[src/rtl/peripheral_spram_pkg.sv]
// Shared types and encodings for the peripheral single-port RAM controller.
package peripheral_spram_pkg;

    typedef enum logic [2:0] {
        ST_INIT    = 3'd0,
        ST_IDLE    = 3'd1,
        ST_ISSUE   = 3'd2,
        ST_CAPTURE = 3'd3,
        ST_RESP    = 3'd4
    } spram_state_t;

    // Low-active byte write enables: bit 0 guards the low byte, bit 1 the high byte.
    localparam logic [1:0] WEN_WORD = 2'b00;
    localparam logic [1:0] WEN_HI   = 2'b01;
    localparam logic [1:0] WEN_LO   = 2'b10;
    localparam logic [1:0] WEN_NONE = 2'b11;

    localparam logic SIZE_BYTE = 1'b0;
    localparam logic SIZE_WORD = 1'b1;

endpackage

[src/rtl/peripheral_spram_ctrl.sv]
// Request-port initiator for one peripheral_spram_bb instance: zero-fills the
// RAM after reset, then serves byte/word reads and writes one at a time.
//
// state   | meaning
// --------+---------------------------------------------------------
// INIT    | zero-fill, one word per cycle, port closed
// IDLE    | req_ready high, waiting for a request
// ISSUE   | RAM chip enable low for this single cycle
// CAPTURE | read data from the RAM is registered and lane-selected
// RESP    | rsp_valid high, held until rsp_ready
module peripheral_spram_ctrl
    import peripheral_spram_pkg::*;
#(
    parameter int AW       = 6,
    parameter int DW       = 16,
    parameter int MEM_SIZE = 256,
    parameter int INIT_EN  = 1
) (
    input  logic          ram_clk,
    input  logic          ram_rst,
    input  logic          req_valid,
    output logic          req_ready,
    input  logic          req_we,
    input  logic          req_size,
    input  logic [AW:0]   req_addr,
    input  logic [DW-1:0] req_wdata,
    output logic          rsp_valid,
    input  logic          rsp_ready,
    output logic [DW-1:0] rsp_rdata,
    output logic          rsp_err,
    output logic          init_done,
    output logic [AW-1:0] ram_addr,
    output logic [DW-1:0] ram_din,
    output logic          ram_cen,
    output logic [1:0]    ram_wen,
    input  logic [DW-1:0] ram_dout
);

    localparam int DEPTH      = MEM_SIZE / 2;
    // The fill never runs past what ram_addr can reach.
    localparam int FILL_WORDS = (DEPTH < (1 << AW)) ? DEPTH : (1 << AW);
    localparam logic [AW-1:0] FILL_LAST = AW'(FILL_WORDS - 1);

    spram_state_t state, state_d;

    logic          req_ready_d, rsp_valid_d, rsp_err_d, init_done_d;
    logic [DW-1:0] rsp_rdata_d, ram_din_d;
    logic [AW-1:0] ram_addr_d;
    logic          ram_cen_d;
    logic [1:0]    ram_wen_d;

    // Remembered attributes of the request in flight.
    logic op_we, op_we_d;
    logic op_size, op_size_d;
    logic op_hi, op_hi_d;

    logic        accept;
    logic        req_err;
    logic [31:0] word_idx;
    logic        fill_last;

    assign accept    = req_valid && req_ready;
    assign word_idx  = 32'(req_addr[AW:1]);
    assign req_err   = ((req_size == SIZE_WORD) && req_addr[0]) || (word_idx >= 32'(DEPTH));
    // The fill has just driven its final word when the enable is low on the last address.
    assign fill_last = !ram_cen && (ram_addr == FILL_LAST);

    // State and all output registers; every output is a flop.
    always_ff @(posedge ram_clk) begin
        if (ram_rst) begin
            state     <= (INIT_EN != 0) ? ST_INIT : ST_IDLE;
            req_ready <= 1'b0;
            rsp_valid <= 1'b0;
            rsp_rdata <= '0;
            rsp_err   <= 1'b0;
            init_done <= 1'b0;
            ram_addr  <= '0;
            ram_din   <= '0;
            ram_cen   <= 1'b1;
            ram_wen   <= WEN_NONE;
            op_we     <= 1'b0;
            op_size   <= SIZE_BYTE;
            op_hi     <= 1'b0;
        end else begin
            state     <= state_d;
            req_ready <= req_ready_d;
            rsp_valid <= rsp_valid_d;
            rsp_rdata <= rsp_rdata_d;
            rsp_err   <= rsp_err_d;
            init_done <= init_done_d;
            ram_addr  <= ram_addr_d;
            ram_din   <= ram_din_d;
            ram_cen   <= ram_cen_d;
            ram_wen   <= ram_wen_d;
            op_we     <= op_we_d;
            op_size   <= op_size_d;
            op_hi     <= op_hi_d;
        end
    end

    // Next-state decode.
    always_comb begin
        state_d = state;
        unique case (state)
            ST_INIT:    if (fill_last) state_d = ST_IDLE;
            ST_IDLE:    if (accept) state_d = req_err ? ST_RESP : ST_ISSUE;
            ST_ISSUE:   state_d = op_we ? ST_RESP : ST_CAPTURE;
            ST_CAPTURE: state_d = ST_RESP;
            ST_RESP:    if (rsp_ready) state_d = ST_IDLE;
            default:    state_d = ST_INIT;
        endcase
    end

    // Next values of the output registers, looking ahead to state_d so the
    // RAM strobe and handshake flags line up with the state they belong to.
    always_comb begin
        req_ready_d = (state_d == ST_IDLE);
        rsp_valid_d = (state_d == ST_RESP);
        rsp_rdata_d = rsp_rdata;
        rsp_err_d   = rsp_err;
        init_done_d = init_done || (state_d != ST_INIT);
        ram_addr_d  = ram_addr;
        ram_din_d   = ram_din;
        ram_cen_d   = 1'b1;
        ram_wen_d   = WEN_NONE;
        op_we_d     = op_we;
        op_size_d   = op_size;
        op_hi_d     = op_hi;

        unique case (state)
            ST_INIT: begin
                if (state_d == ST_INIT) begin
                    ram_cen_d  = 1'b0;
                    ram_wen_d  = WEN_WORD;
                    ram_din_d  = '0;
                    // First fill cycle starts at word 0, later ones step up.
                    ram_addr_d = ram_cen ? '0 : ram_addr + 1'b1;
                end
            end
            ST_IDLE: begin
                if (accept) begin
                    op_we_d     = req_we;
                    op_size_d   = req_size;
                    op_hi_d     = req_addr[0];
                    rsp_rdata_d = '0;
                    rsp_err_d   = req_err;
                    if (!req_err) begin
                        ram_cen_d  = 1'b0;
                        ram_addr_d = req_addr[AW:1];
                        if (!req_we) begin
                            ram_wen_d = WEN_NONE;
                        end else if (req_size == SIZE_WORD) begin
                            ram_wen_d = WEN_WORD;
                            ram_din_d = req_wdata;
                        end else begin
                            ram_wen_d = req_addr[0] ? WEN_HI : WEN_LO;
                            ram_din_d = {req_wdata[7:0], req_wdata[7:0]};
                        end
                    end
                end
            end
            ST_CAPTURE: begin
                if (op_size == SIZE_WORD) begin
                    rsp_rdata_d = ram_dout;
                end else begin
                    rsp_rdata_d = {8'h00, op_hi ? ram_dout[15:8] : ram_dout[7:0]};
                end
            end
            default: ;
        endcase
    end

endmodule
[config.mk]
export PLATFORM = sky130hd
export DESIGN_NAME = peripheral_spram_ctrl
export DESIGN_NICKNAME = d
export VERILOG_FILES = /design/src/rtl/peripheral_spram_pkg.sv /design/src/rtl/peripheral_spram_ctrl.sv
export SDC_FILE = /design/constraint.sdc
export NUM_CORES = 1
export LEC_CHECK = 0
export CAP_MARGIN = 5
export CORE_MARGIN = 10
export CORE_UTILIZATION = 39
export CTS_CLUSTER_DIAMETER = 120
export CTS_CLUSTER_SIZE = 24
export DETAILED_ROUTE_END_ITERATION = 8
export PLACE_DENSITY = 0.76
export REMOVE_ABC_BUFFERS = 1
export SKIP_CTS_REPAIR_TIMING = 1
export SLEW_MARGIN = 20
export SYNTH_ARGS = -nofsm -noshare
export SYNTH_HDL_FRONTEND = slang
export SYNTH_SLANG_ARGS = --single-unit
[constraint.sdc]
create_clock -name ram_clk -period 1.6 [get_ports ram_clk]
set_clock_uncertainty 0.05 [all_clocks]
set_input_delay 0.32 -clock ram_clk [delete_from_list [all_inputs] [get_ports ram_clk]]
set_output_delay 0.32 -clock ram_clk [all_outputs]
set_load 0.01 [all_outputs]
==> results.yml <==
critical_path:
  cp-start-kind: "register"
  critPathKind: "reg2reg"
  crit_arrival_ns: 1.83
  cp_num_buf_inv: 1
  required_ns: 1.75
  end_kind: "register"
  worstPathCellList: "ha_4, nand2_4, or4_4, and3_4, buf_6, a311oi_2"
  max_stage_delay_ns: 0.42
  cp_max_fo: 3
  crit_family: "simple AND/OR/NAND/NOR gates"
  slowest_stage: "or4_4"
clocking:
  h-tree-depth: 2
  clk_latency_ns: 0.29
  cts_tree: "done"
  clock_path_buffers: 2
  cts_root_buf: "clkbuf_8"
  clock_sinks: 51
  numCtsBuffers: 5
  clk_pin_slew_ns: 0.09
finish:
  nets: 397
  syn_to_final_growth_pct: 66.1
  antenna_cells: 0
  n_fill_cell: 450
  drive_gt1_share_pct: 21.9
  fin_util_pct: 67.2
grt:
  grt_pass1_wl_mm: 11.0
  grt_max_degree: 26
  overflow: 0
  antenna_found_initial: 0
  grt_pass1_vias: 2205
  grtUsageTotal_pct: 14.8
detailed_routing:
  ant_nets: 0
  drtPass1Iterations: 4
  route.detailed.drc: 0
  via_count: 2205
  via_per_inst: 5.20
  routed_wl_mm: 7.06
  drt_iter0_markers: 187
  wire_per_inst_um: 16.7
power_and_ir_drop:
  p_per_area_nw_per_um2: 624
  vdd_drop_max_mv: 0.403
  finalPower_uw: 2320
  leakage_uw: 0.00191
yosys:
  netlist_area_um2: 2240
  synth_top_area_share_pct: 45.6
  yosysMostFrequentCell: "dfxtp_1"
  yosysSeqAreaShare_pct: 45.6
  synthMuxAreaShare_pct: 8.49
  synth_enable_flop_cells: 0
  synth_top_family_by_area: "compound AO/OA/AOI/OAI gates"
  yosysWarnings: 0
  synth_compound_area_share_pct: 24.7
  synth_commonest_cells: "dfxtp_1 (51), nor2_1 (28), mux2i_1 (19)"
  synth_xor_area_share_pct: 1.56
  ys_seq_elements: 51
  synthAdderAreaFrac_pct: 0.559
  async_reset_ff_share_pct: 0
  synth.distinct_cells: 42
  syn_avg_cell_area_um2: 9.70
  syn_inst: 231
  synth-simple-area-share_pct: 15.1
  synthTopCellsByArea: "dfxtp_1 (46%), mux2i_1 (8.5%), nor2_1 (4.7%)"
  yosysTopAreaCell: "dfxtp_1"
  yosys_most_used_dff: "dfxtp_1"
floorplan:
  boundaryPins: 90
  start_util_pct: 40.4
  die_x_um: 95.8
  die_area_um2: 9170
  die-height_um: 95.8
  rows: 27
  core_area_um2: 5540
run:
  max_cap_viol_count: 0
outcome:
  status: "finished with violations"
  violations: "setup timing"
timing:
  holdWs_ns: 0.396
  slew_violations: 0
  hold_viol: 0
  fmax_mhz: 595
  setup_violations: 6
  fin_ws_ns: -0.0800
  grt_setup_unrepaired: "true"
  period_needed_ns: 1.68
  min_period_over_period_pct: 105
  max-slew-margin-rel_pct: 72.6
  worstMarginPinSlew_ns: 0.411
placed_design:
  gp_congestion: 0.868
  hpwl_mm: 5.41
  port_buffers: 89
worst_hold_path:
  hp-class: "reg2reg"
[worst register-to-register path, stage by stage (launching register included)]
cell and delay, ns:
dfxtp_2 0.37, ha_4 0.15, nand2_4 0.05, or4_4 0.42, and3_4 0.21, buf_6 0.12, a311oi_2 0.21
[power by group]
part / total, uW / switching, uW / leakage [uW] / internal [uW]
Clock: 803 / 409 / 0.0000505 / 394
Sequential: 1280 / 5.60 / 0.000416 / 1270
Combinational: 237 / 82.4 / 0.00144 / 155
[flip-flops by register name, indices dropped and copies added, names as in the netlist]
signal	flops
op_we	1
ram_cen	1
req_ready	1
ram_addr	6
rsp_valid	1
ram_wen	2
rsp_err	1
ram_din	16
op_size	1
init_done	1
rsp_rdata	16
op_hi	1
state	3
[area by class of cell]
type / count / area, um^2 / share of cell area (%)
clock buffer: 7 / 96.3 / 2.59
clock inverter: 1 / 7.51 / 0.202
sequential: 51 / 1030 / 27.8
timing repair buffer: 130 / 1300 / 34.8
multi-input combinational: 161 / 1190 / 32.0
inverter: 2 / 7.51 / 0.202
tap: 72 / 90.1 / 2.42
[layer usage]
metal	global-route usage [%]	share of wire, %	up-vias
met4	4.79	1.1	0
met1	18.6	43	1019
li1	-	-	1097
met3	4.90	9.6	4
met5	0	0	-
met2	23.5	46	85
[placed cells by master (no fill, tap or decap), drive strengths merged, types with 5 or more instances in the layout]
cell type / count
a21oi: 8
o2bb2ai: 8
clkbuf: 7
nand2: 10
dlymetal6s2s: 26
nor2: 28
dfxtp: 51
a22o: 8
buf: 41
mux2i: 19
a31oi: 7
a2bb2oi: 8
nor3: 6
a211oi: 5
clkdlybuf4s50: 63
a22oi: 10
[cells by family after synthesis]
kind of cell	after synthesis
AO/OA/AOI/OAI	68
AND/OR/NAND/NOR	69
multiplexers	19
buffers and inverters	19
XOR/XNOR	4
flip-flops	51
adder cells (fa/ha/maj)	1
[final timing paths]
check / slack [ns] / endpoint / cells past startpoint / start
worst min register to register: 0.40 / init_done$_SDFF_PP0_ / 2 / init_done$_SDFF_PP0_
worst min-delay path: 0.40 / init_done$_SDFF_PP0_ / 2 / init_done$_SDFF_PP0_
worst max-delay path: -0.08 / ram_addr[5]$_SDFFE_PP0P_ / 6 / ram_addr[0]$_SDFFE_PP0P_
worst max register to register: -0.08 / ram_addr[5]$_SDFFE_PP0P_ / 6 / ram_addr[0]$_SDFFE_PP0P_
[stage by stage]
| stage | setup WS (ns) | setup TNS (ns) | cell area, um^2 | cells |
|---|---|---|---|---|
| 6_report | -0.0800 | -0.202 | 3720 | 424 |
| 5_1_grt | -0.113 | -0.584 | 3720 | 424 |
| 4_1_cts | -0.210 | -3.70 | 3570 | 423 |
| 3_5_place_dp | -0.337 | -11.39 | 3460 | 415 |
| 3_3_place_gp | -0.319 | -10.99 | 3460 | 415 |
| 2_1_floorplan | -0.330 | -7.63 | 2160 | 214 |
No activity file was read; power rests on OpenSTA's default activity.
